==> src/rtl/uart_rx_fifo_ctrl_pkg.sv <==
// Shared types and defaults for the UART receive FIFO controller.
// Holds the receive handshake state encoding and the default FIFO depth.
package uart_rx_fifo_ctrl_pkg;

  localparam int DefaultDepth = 16;
  localparam int ByteWidth    = 8;

  typedef enum logic [1:0] {
    ST_IDLE,
    ST_ARM,
    ST_CAPTURE,
    ST_ACK
  } rx_state_t;

  // The receiver is told to go only while we are waiting for or taking a byte.
  function automatic logic go_for(input rx_state_t s);
    return (s == ST_ARM) || (s == ST_CAPTURE);
  endfunction

endpackage

==> src/rtl/uart_rx_fifo_ctrl_sync_fifo.sv <==
// Single-clock show-ahead FIFO: storage, wrapping pointers and a registered occupancy count.
// A push while full is only accepted when a pop retires the head in the same cycle.
module sync_fifo #(
  parameter int Width = 8,
  parameter int Depth = 16
) (
  input  logic                   clk,
  input  logic                   rst,
  input  logic                   push,
  input  logic [Width-1:0]       push_data,
  input  logic                   pop,
  output logic [Width-1:0]       pop_data,
  output logic                   full,
  output logic                   empty,
  output logic [$clog2(Depth):0] count
);

  localparam int AW = $clog2(Depth);
  localparam int CW = AW + 1;

  logic [Width-1:0] mem [Depth];
  logic [AW-1:0]    wr_ptr;
  logic [AW-1:0]    rd_ptr;
  logic             pop_ok;
  logic             push_ok;

  assign empty    = (count == CW'(0));
  assign full     = (count == CW'(Depth));
  assign pop_ok   = pop && !empty;
  assign push_ok  = push && (!full || pop_ok);
  assign pop_data = mem[rd_ptr];

  // Storage is deliberately left out of reset; only the bookkeeping is cleared.
  always_ff @(posedge clk) begin
    if (push_ok) begin
      mem[wr_ptr] <= push_data;
    end
  end

  always_ff @(posedge clk or posedge rst) begin
    if (rst) begin
      wr_ptr <= '0;
      rd_ptr <= '0;
      count  <= '0;
    end else begin
      if (push_ok) begin
        wr_ptr <= wr_ptr + AW'(1);
      end
      if (pop_ok) begin
        rd_ptr <= rd_ptr + AW'(1);
      end
      case ({push_ok, pop_ok})
        2'b10:   count <= count + CW'(1);
        2'b01:   count <= count - CW'(1);
        default: count <= count;
      endcase
    end
  end

endmodule

==> src/rtl/uart_rx_fifo_ctrl.sv <==
// Receive-side controller: handshakes bytes out of a UART receiver into a show-ahead FIFO.
// Tracks bytes dropped for lack of space in a sticky overrun flag.
module uart_rx_fifo_ctrl
  import uart_rx_fifo_ctrl_pkg::*;
#(
  parameter int Depth = DefaultDepth
) (
  input  logic                   clk,
  input  logic                   rst,
  input  logic                   enable,
  output logic                   urx_go,
  input  logic [ByteWidth-1:0]   urx_data,
  input  logic                   urx_data_ready,
  input  logic                   rd_en,
  output logic [ByteWidth-1:0]   rd_data,
  output logic                   empty,
  output logic                   full,
  output logic [$clog2(Depth):0] count,
  output logic                   overrun,
  input  logic                   overrun_clr
);

  rx_state_t state;
  rx_state_t next_state;
  logic      capture;
  logic      pop;
  logic      overrun_set;

  assign pop         = rd_en && !empty;
  assign overrun_set = capture && full && !pop;

  // urx_go is decoded from the next state so it flops alongside the state itself.
  always_ff @(posedge clk or posedge rst) begin
    if (rst) begin
      state  <= ST_IDLE;
      urx_go <= 1'b0;
    end else begin
      state  <= next_state;
      urx_go <= go_for(next_state);
    end
  end

  // Once armed, a reception always runs to completion even if enable falls.
  always_comb begin
    next_state = state;
    capture    = 1'b0;
    case (state)
      ST_IDLE: begin
        if (enable) begin
          next_state = ST_ARM;
        end
      end
      ST_ARM: begin
        if (urx_data_ready) begin
          next_state = ST_CAPTURE;
        end
      end
      ST_CAPTURE: begin
        capture    = 1'b1;
        next_state = ST_ACK;
      end
      ST_ACK: begin
        if (!urx_data_ready) begin
          next_state = enable ? ST_ARM : ST_IDLE;
        end
      end
      default: next_state = ST_IDLE;
    endcase
  end

  // A new drop beats a simultaneous clear so no lost byte goes unreported.
  always_ff @(posedge clk or posedge rst) begin
    if (rst) begin
      overrun <= 1'b0;
    end else if (overrun_set) begin
      overrun <= 1'b1;
    end else if (overrun_clr) begin
      overrun <= 1'b0;
    end
  end

  sync_fifo #(
    .Width(ByteWidth),
    .Depth(Depth)
  ) u_fifo (
    .clk      (clk),
    .rst      (rst),
    .push     (capture),
    .push_data(urx_data),
    .pop      (pop),
    .pop_data (rd_data),
    .full     (full),
    .empty    (empty),
    .count    (count)
  );

endmodule

==> config.mk <==
export PLATFORM = sky130hd
export DESIGN_NAME = uart_rx_fifo_ctrl
export DESIGN_NICKNAME = d
export VERILOG_FILES = /design/src/rtl/uart_rx_fifo_ctrl_pkg.sv /design/src/rtl/uart_rx_fifo_ctrl_sync_fifo.sv /design/src/rtl/uart_rx_fifo_ctrl.sv
export SDC_FILE = /design/constraint.sdc
export NUM_CORES = 1
export LEC_CHECK = 0
export BUFFER_PORTS_ARGS = -buffer_cell sky130_fd_sc_hd__buf_2
export CAP_MARGIN = 25
export CELL_PAD_IN_SITES_DETAIL_PLACEMENT = 1
export CELL_PAD_IN_SITES_GLOBAL_PLACEMENT = 1
export CORE_ASPECT_RATIO = 1.25
export CORE_MARGIN = 1
export CORE_UTILIZATION = 56
export DETAILED_ROUTE_END_ITERATION = 8
export PLACE_DENSITY = 0.85
export SYNTH_ARGS = -nofsm -noshare
export SYNTH_HDL_FRONTEND = slang
export SYNTH_SLANG_ARGS = --single-unit
export TNS_END_PERCENT = 5
==> constraint.sdc <==
create_clock -name clk -period 4.2 [get_ports clk]
set_input_delay 0.42 -clock clk [delete_from_list [all_inputs] [get_ports clk]]
set_output_delay 0.42 -clock clk [all_outputs]
set_load 0.05 [all_outputs]
### Word-level counts from Yosys, hierarchy flattened

Memory sizes are Yosys's and may differ from the RTL's.
Index checks and enable logic that the tools add are counted.

| storage, ports and cells | value |
|---|---|
| input port bits | 14 |
| RAM bits | 128 |
| memories | 1 |
| flip-flop bits (word level) | 17 |
| word-level logic and storage cells | 44 |
| output and inout port bits | 17 |

Memories:

| memory | words | bits a word | read ports | clocked after Yosys merged registers in | write ports | RTL line | RTL |
|---|---|---|---|---|---|---|---|
| u_fifo.mem | 16 | 8 | 1 | 0 | 1 | uart_rx_fifo_ctrl_sync_fifo.sv:21 | `logic [Width-1:0] mem [Depth];` |

| cells by class | value |
|---|---|
| add/sub/neg operators | 4 |
| mux-type cells | 11 |
| equal/unequal tests | 8 |
| reductions and logical operators | 14 |

Operator list:

| operator | number |
|---|---|
| $pmux W5 S2 | 1 |
| $add A4 B1 Y4 const B | 2 |
| $eq A2 B2 Y1 const B | 4 |
| $pmux W2 S4 | 1 |
| $eq A2 B1 Y1 const B | 3 |
| $mux W1 | 6 |
| $mux W2 | 3 |
| $add A5 B1 Y5 const B | 1 |
| $eq A5 B5 Y1 const B | 1 |
| $logic_and A1 B1 Y1 | 5 |
| $logic_not A5 Y1 | 1 |
| $sub A5 B1 Y5 const B | 1 |
| $reduce_bool A2 Y1 | 2 |
| $logic_not A1 Y1 | 3 |
| $logic_not A2 Y1 | 1 |
| $logic_or A1 B1 Y1 | 2 |

### Logic depth before layout (Yosys ltp)

Gate-level depths: netlist (run 1).

| logic depth | value |
|---|---|
| depth in word-level cells | 8 |
| mapped depth | 10 |
| depth with buffers taken out | 9 |

### By module

A second synthesis (run 1) with hierarchy kept.

| unflattened totals | value |
|---|---|
| cell total of the unflattened synthesis | 337 |
| area total of the unflattened synthesis | 6027.0 µm² |

By module, submodules not included:

| module | cells each | sequential area each (µm²) | times used | area an instance (µm²) |
|---|---|---|---|---|
| sync_fifo | 319 | 4169.0 | 1 | 5833.1 |
| uart_rx_fifo_ctrl | 18 | 100.1 | 1 | 193.9 |

### Least setup slack after synthesis (run 1)

OpenSTA, ideal clock, no wires.

| timing path | value |
|---|---|
| kind | register -> register |
| from | register u_fifo.count[1] |
| to | register u_fifo.count[4] |
| period minus slack after synthesis | 2.767 ns |
| setup time | 0.083 ns |
| path slack | 1.433 ns |
| cell stages (with the launch flop) | 11 |
| arrival time | 2.684 ns |
| path buffers | 1 |
| data required time | 4.117 ns |
| path through | dfrtp_1 > buf_6 > or4_4 > nor2_8 > nor2_1 > xor2_1 > ha_1 > nor4bb_1 > nand3_1 > o21a_1 > o21ai_0 |

| between the ends | value |
|---|---|
| cells in the longest elaborated chain, start to end | 8 |
| elaborated cells on any way between the ends | 14 |
| classes of those cells | 2 x add/sub; 3 x eq/ne; 1 x mux; 8 x reduce/logical |

RTL lines:

| item | RTL line | RTL |
|---|---|---|
| start: declaration | uart_rx_fifo_ctrl_sync_fifo.sv:15 | `output logic [$clog2(Depth):0] count` |
| start signal: assignment | uart_rx_fifo_ctrl_sync_fifo.sv:53 | `2'b10: count <= count + CW'(1);` |
| start signal: assignment | uart_rx_fifo_ctrl_sync_fifo.sv:54 | `2'b01: count <= count - CW'(1);` |
| start signal: assignment | uart_rx_fifo_ctrl_sync_fifo.sv:55 | `default: count <= count;` |
| $logic_not A5 Y1 * | uart_rx_fifo_ctrl_sync_fifo.sv:27 | `assign empty = (count == CW'(0));` |
| named net empty | uart_rx_fifo_ctrl.sv:16 | `output logic empty,` |
| $logic_not A1 Y1 * | uart_rx_fifo_ctrl_sync_fifo.sv:29, uart_rx_fifo_ctrl.sv:29 |  |
| $logic_and A1 B1 Y1 | uart_rx_fifo_ctrl.sv:29 | `assign pop = rd_en && !empty;` |
| $logic_and A1 B1 Y1 * | uart_rx_fifo_ctrl_sync_fifo.sv:29 | `assign pop_ok = pop && !empty;` |
| $logic_or A1 B1 Y1 | uart_rx_fifo_ctrl_sync_fifo.sv:30 | `assign push_ok = push && (!full \|\| pop_ok);` |
| $logic_and A1 B1 Y1 | uart_rx_fifo_ctrl_sync_fifo.sv:30 |  |
| $eq A2 B1 Y1 / $eq A2 B2 Y1 (equally long branches) | uart_rx_fifo_ctrl_sync_fifo.sv:52 | `case ({push_ok, pop_ok})` |
| $pmux W5 S2 / $reduce_bool A2 Y1 (equally long branches) | -- |  |

The timed path passes the listed nets; every way through them passes the cells marked *.
A chain may end at the register's enable or synchronous reset.

### Final worst setup path (run 1)

| timing path | value |
|---|---|
| from | register u_fifo.rd_ptr[0] |
| to | output port rd_data[6] |

| between the ends | value |
|---|---|
| cells in the longest elaborated chain, start to end | 1 |

RTL lines:

| item | RTL line | RTL |
|---|---|---|
| start: declaration | uart_rx_fifo_ctrl_sync_fifo.sv:23 | `logic [AW-1:0] rd_ptr;` |
| start signal: assignment | uart_rx_fifo_ctrl_sync_fifo.sv:50 | `rd_ptr <= rd_ptr + AW'(1);` |
| $mem_v2 Z16 W8 | -- |  |
| end: declaration | uart_rx_fifo_ctrl.sv:15 | `output logic [ByteWidth-1:0] rd_data,` |

No other way between the ends.

==> flow_summary.ini, run 1 <==
[synthesis]
synth_area_um2 = 5920
seq_area_frac_synth_pct = 72.1
synth-edff-count = 128
avgSynthCellArea_um2 = 18.3
syn_nets = 343
ys_ff_latch = 145
async_flop_share_pct = 11.7
synth_cell_types = 39
synth-main-ff-cell = edfxtp_1
netlist_instances = 323
ys_warn_count = 0

[detailed_routing]
routed_wl_mm = 13.0
vias_per_cell = 6.15
wire_per_inst_um = 25.9
drt-initial-drc-count = 235
drcViolationCount = 0
drt_pre_antenna_iters = 4
ant_nets = 0
vias = 3095

[pwr]
power.density_nw_per_um2 = 766
total_leakage_power_nw = 2.38
max-vdd-ir-drop_v = 0.000562

[run_status]
status = finished clean

[global_routing]
grt_antenna_before_repair = 0
grt_max_degree = 36
grt_pass1_vias = 3412
grt_overflow = 0
grt_pass1_wl_mm = 19.9
track_usage_pct = 26.5

[cts]
cts_setup_buffers = 0
clock_latency_ns = 0.42
numCtsBuffers = 17
numClockSinks = 145
cts_hold_buf = 0
cts_tree = done
path_clk_slew_ns = 0.06
h-tree-depth = 4
ctsResizeCount = 0
clockBufferDepth = 2
cts-root-buf = clkbuf_16

[cells_and_area]
final_cell_mix = edfxtp_1, mux4_2, buf_2, nand2_1, clkbuf_16
final_util_pct = 66.9
diodes = 0
drive_above_1_share_pct = 28.9
final_common_cell = edfxtp_1
area_growth_pct = 15.4
num-nets-final = 381

[timing]
fmax_mhz = 346
finalSetupTns_ns = 0
slew_headroom_pct = 36.9
fin_crit_ns = 2.89
tightest_slew_ns = 0.943
hold_viol_final = 0
skew_ns = 0.0117
setup_viol = 0
rsz0062_at_grt = false
fin_crit_sh_pct = 68.7
maxSlewViolCount = 0

[worst_setup_path]
crit_family = flip-flops
cpPeakStageDelay_ns = 0.56
startpoint_type = register
end_kind = output pin
cp_num_buf_inv = 2
critPathSlowestCell = dfrtp_2
arrival_ns = 2.47
crit_chain = buf_4 > mux4_2 > a22oi_1 > nand2_1 > buf_2
critPathRequiredTime_ns = 3.78
reg2regPathDepth = 9
crit_cells = 5
cp_max_fo = 12
path_class = reg -> out

[floorplanning]
num_rows = 41
core_area_um2 = 10200
die_h_um = 117
start_util_pct = 58.0
die-area_um2 = 11000
die_x_um = 94.0
io_pins = 31

[placement]
routabilityCongestion = 0.793
io_buffers = 30
hpwl_mm = 8.40

[run]
drv_cap = 0

[worst_hold_path]
hold_path.class = in -> async
kinds of logic after synthesis:
logic type / Yosys count / synth area share (%)
fa+ha+maj: 6 / 1.27
buf+inv: 27 / 2.16
simple gates: 70 / 6.47
flops: 145 / 72.1
compound gates: 33 / 4.25
mux: 33 / 12.4
xor+xnor: 9 / 1.33
final cells by class:
cell class	instances	area, um2
sequential	145	4270
fill	867	3380
multi-input combinational	151	1520
clock buffer	18	429
clock inverter	14	211
timing repair buffer	37	203
tap	129	161
inverter	9	33.8
metrics by stage:
stage	setup slack [ns]	cells	total power [mW]	area (um2)	hold slack, ns
finish	1.31	503	5.23	6830	0.116
global route	1.18	503	5.44	6830	0.183
CTS	1.25	503	5.28	6830	0.148
detailed placement	1.67	471	3.62	6190	0.526
global placement	1.75	471	3.56	6190	0.524
floorplan	1.43	323	3.23	5920	0.346
cells in the mapped netlist, types with 6 or more instances:
cell / instances / area [um2]
a22oi_1: 16 / 120
buf_2: 6 / 30.0
clkbuf_1: 6 / 22.5
dfrtp_1: 17 / 425
edfxtp_1: 128 / 3840
ha_1: 6 / 75.1
inv_1: 9 / 33.8
mux4_2: 32 / 721
nand2_1: 19 / 71.3
nand3_1: 9 / 45.0
nor2_1: 14 / 52.6
routing by layer:
layer	routed length, um	share of wire (%)	GRT usage (%)
met5	0	0	0
met1	5030	39	30.8
met3	535	4.1	5.81
met2	7230	55	47.6
met4	238	1.8	11.0
final timing paths:
path | endpoint | slack (ns) | from
worst max-delay path | rd_data[6] | 1.31 | u_fifo.rd_ptr[0]
worst min-delay path | u_fifo.count[2] | 0.12 | rst
worst max register to register | u_fifo.count[4] | 1.57 | u_fifo.count[0]
worst min register to register | overrun | 0.53 | overrun
max in group asynchronous | u_fifo.rd_ptr[0] | 3.58 | rst
min in group clk | overrun | 0.19 | overrun_clr
flip-flops by register name, summed over array words and instances, names as in the netlist:
register	count
overrun	1
state	2
u_fifo.count	5
u_fifo.mem	128
u_fifo.rd_ptr	4
u_fifo.wr_ptr	4
urx_go	1
power breakdown:
part | leakage (nW) | switching, mW | internal [mW]
combinational | 0.720 | 1.07 | 0.615
sequential | 1.36 | 0.198 | 1.72
clock | 0.302 | 0.579 | 1.05
total | 2.38 | 1.85 | 3.38
No activity file was read; power rests on OpenSTA's default activity.
==> inputs of run 2 (changes only) <==
- CORE_UTILIZATION: 56 -> 47
- PLACE_DENSITY: 0.85 -> 0.77
- clock period: 4.2 -> 2.32 ns (I/O delays scaled with it)
==> flow_summary.ini, run 2 (synthesis results as in run 1) <==
[run_status]
status = finished with violations
violations = setup timing

[timing]
tightest_slew_ns = 0.929
hold_viol_final = 0
fin_crit_ns = 2.38
fmax_mhz = 420
setup_ws_ns = -0.0616
slew_headroom_pct = 37.9
fin_crit_sh_pct = 103
finalSetupTns_ns = -0.320
setup_viol = 8
holdWs_ns = 0.0539
rsz0062_at_grt = true
maxSlewViolCount = 0
skew_ns = 0.00859

[cells_and_area]
regMostFlops = u_fifo.mem
num-nets-final = 413
stdcell_count = 570
fin_area_um2 = 7400
final_common_cell = edfxtp_1
area_growth_pct = 25.1
final_util_pct = 60.6
diodes = 0
top_regs = u_fifo.mem: 128 flops, u_fifo.count: 5 flops
largest_reg_flops = 128
drive_above_1_share_pct = 39.2
final_cell_mix = edfxtp_1, mux4_2, buf_4, clkbuf_16, buf_2

[placement]
preCtsSetupSlack_ns = 0.0357
dpl_cell_area_um2 = 6450
routabilityCongestion = 0.826
hpwl_mm = 8.78
io_buffers = 30
dp.cells = 527

[cts]
cts_tree = done
clock_latency_ns = 0.42
path_clk_slew_ns = 0.06
clockBufferDepth = 2
cts-root-buf = clkbuf_16
numClockSinks = 145
numCtsBuffers = 17
h-tree-depth = 4

[worst_hold_path]
hold_path.class = in -> reg
hold_start = urx_data_ready

[global_routing]
gr-usage-met2_pct = 44.6
grt_antenna_before_repair = 0
busiest_layer = met2
grt_pass1_vias = 3636
met3_usage_pct = 4.32
grt_pass1_wl_mm = 21.8
track_usage_pct = 24.4
grt_overflow = 0
grt_max_degree = 34
gr-usage-met1_pct = 27.6

[pwr]
totalPowerFinal_mw = 10.6
max-vdd-ir-drop_v = 0.000780
power.density_nw_per_um2 = 1430
total_leakage_power_nw = 2.62

[detailed_routing]
vias_per_cell = 5.83
drt-initial-drc-count = 175
drcViolationCount = 0
ant_nets = 0
vias = 3321
drt_pre_antenna_iters = 4
wire_per_inst_um = 25.3
routed_wl_mm = 14.4

[worst_setup_path]
cp_max_fo = 6
startpoint_type = register
crit_start = u_fifo.rd_ptr[0]
arrival_ns = 2.15
end_kind = output pin
path_class = reg -> out
timing.rr.start = u_fifo.count[1]
critPathRequiredTime_ns = 2.09

[floorplanning]
core_area_um2 = 12200
start_util_pct = 48.5
die-area_um2 = 13100
die_x_um = 102
num_rows = 45
die_h_um = 127
io_pins = 31

[run]
drv_cap = 0
run 2: final cells by class:
cell class | instances | area [um2]
repair buffers | 69 | 616
fillers | 1106 | 4810
inverters | 9 | 33.8
well taps | 164 | 205
clock buffers | 25 | 583
flip-flops and latches | 145 | 4270
multi-input cells | 151 | 1610
clock inverters | 7 | 80.1
run 2: worst max-delay path: stages, from the launching register on:
cell and delay, ns:
dfrtp_2 0.41, buf_4 0.14, buf_12 0.12, mux4_2 0.52, a22oi_2 0.24, nand2_1 0.11
buf_6 0.17
run 2: report_power, final:
group          switching [mW]  internal, mW
combinational            2.42          1.84
clock                    1.09          1.87
sequential              0.233          3.11
run 2: what timing repair did:
item | in CTS | in global routing
gates cloned | 3 | 0
setup buffers | 6 | 0
hold buffers | 2 | 0
gates resized for setup | 32 | 4
hold endpoints to repair | 18 | 0
endpoints found under the setup margin | 8 | 10
pin swaps | 8 | 7
run 2: routing by layer:
| layer | up-vias | wire [um] |
|---|---|---|
| met1 | 1779 | 5460 |
| met4 | 0 | 262 |
| met2 | 96 | 8260 |
| met3 | 20 | 429 |
| met5 | - | 0 |
| li1 | 1426 | - |
run 2: worst paths after layout:
path / to / slack, ns / cells after the start
max in group asynchronous: u_fifo.count[1] / 1.34 / 3
hold reg to reg: overrun / 0.54 / 2
setup reg to reg: u_fifo.count[2] / 0.05 / 9
setup / recovery: rd_data[7] / -0.06 / 6
min in group asynchronous: u_fifo.rd_ptr[0] / 0.48 / 3
hold / removal: state[1] / 0.05 / 3
==> inputs of run 3 (changes only) <==
- TNS_END_PERCENT: 5 -> 100
==> flow_summary.ini, run 3 (synthesis results as in run 1) <==
[worst_setup_path]
cpPeakStageDelay_ns = 0.52
crit_chain = buf_4 > buf_12 > mux4_2 > a22oi_2 > nand2_1 > buf_6
crit_family = multiplexers
arrival_ns = 2.15
path_class = reg -> out
critPathRequiredTime_ns = 2.09
startpoint_type = register
crit_cells = 6
cp_num_buf_inv = 3
end_kind = output pin
critPathSlowestCell = mux4_2
reg2regPathDepth = 9
cp_max_fo = 6

[cells_and_area]
largest_reg_flops = 128
drive_above_1_share_pct = 39.6
stdcell_count = 573
area_growth_pct = 25.7
top_regs = u_fifo.mem: 128 flops, u_fifo.count: 5 flops
regMostFlops = u_fifo.mem
final_cell_mix = edfxtp_1, mux4_2, buf_4, clkbuf_16, buf_2
num-nets-final = 416
nFillCells = 1104
final_common_cell = edfxtp_1
diodes = 0

[detailed_routing]
vias = 3306
wire_per_inst_um = 25.5
drt-initial-drc-count = 203
drt_pre_antenna_iters = 4
drcViolationCount = 0
routed_wl_mm = 14.6
ant_nets = 0
vias_per_cell = 5.77

[timing]
fmax_mhz = 419
holdWs_ns = 0.0542
setup_ws_ns = -0.0663
fin_crit_sh_pct = 103
fin_crit_ns = 2.39
finalSetupTns_ns = -0.288
slew_headroom_pct = 36.7
skew_ns = 0.00652
maxSlewViolCount = 0
setup_viol = 8
rsz0062_at_grt = true
hold_viol_final = 0
tightest_slew_ns = 0.947

[pwr]
max-vdd-ir-drop_v = 0.000827
power.density_nw_per_um2 = 1430
total_leakage_power_nw = 2.64

[global_routing]
busiest_layer = met2
grt_pass1_vias = 3636
track_usage_pct = 24.4
grt_overflow = 0
gr-usage-met1_pct = 27.7
grt_max_degree = 34
grt_antenna_before_repair = 0
met3_usage_pct = 4.92
grt_pass1_wl_mm = 21.8
gr-usage-met2_pct = 44.7

[floorplanning]
die_x_um = 102
num_rows = 45
core_area_um2 = 12200
io_pins = 31
die_h_um = 127
die-area_um2 = 13100
start_util_pct = 48.5

[placement]
hpwl_mm = 8.78
dp.cells = 527
io_buffers = 30
routabilityCongestion = 0.826

[cts]
clockBufferDepth = 2
numClockSinks = 145
numCtsBuffers = 17
cts-root-buf = clkbuf_16
clock_latency_ns = 0.42
path_clk_slew_ns = 0.06
cts_tree = done
h-tree-depth = 4

[worst_hold_path]
whs_path_depth = 3
hold_path.class = in -> reg

[run_status]
violations = setup timing
status = finished with violations

[run]
drv_cap = 0
## run 3: worst min-delay path, cell delays in order
cell     delay [ns]
buf_2          0.09
nand2_1        0.06
nand2_1        0.06
## run 3: final cells by class
class,instances,area [um2],share of cell area [%]
Clock inverter,7,80.1,1.08
Inverter,9,33.8,0.454
Tap cell,164,205,2.76
Clock buffer,25,583,7.83
Multi-Input combinational cell,151,1610,21.7
Timing Repair Buffer,72,656,8.81
Sequential cell,145,4270,57.4
## run 3: repair_timing
item / CTS / global route
setup buffers: 6 / 2
pin swaps: 8 / 11
resized for setup: 32 / 4
gates cloned: 3 / 1
endpoints found under the setup margin: 8 / 10
endpoints found under the hold margin: 18 / 0
hold buffers: 2 / 0
## run 3: final timing paths
kind | to | slack [ns] | start
max | rd_data[7] | -0.07 | u_fifo.rd_ptr[0]
min | state[1] | 0.05 | urx_data_ready
max reg2reg | u_fifo.count[2] | 0.09 | u_fifo.count[1]
min reg2reg | overrun | 0.54 | overrun
max in group asynchronous | u_fifo.count[1] | 1.35 | rst
min in group asynchronous | state[0] | 0.48 | rst
## run 3: power by group
group	switching [mW]	internal (mW)	leakage [nW]	total (mW)
logic	2.44	1.89	0.973	4.33
clock network	1.09	1.87	0.317	2.96
registers	0.233	3.11	1.35	3.34
total	3.75	6.88	2.64	10.6
## run 3: per-layer routing
layer / routed length [um] / vias to the layer above
met2: 8320 / 104
met4: 263 / 0
li1: - / 1432
met3: 521 / 19
met5: 0 / -
met1: 5490 / 1751
## run 3: per-stage QoR
step                utilization (%)  cell area (um2)  setup slack (ns)  power (mW)
global route                   60.9             7440            -0.145        11.0
CTS                            60.5             7390           -0.0504        10.6
finish                         60.9             7440           -0.0663        10.6
global placement               52.8             6450             0.106        6.78
detailed placement             52.8             6450            0.0357        6.93
floorplan                         -             5940            -0.221        5.87
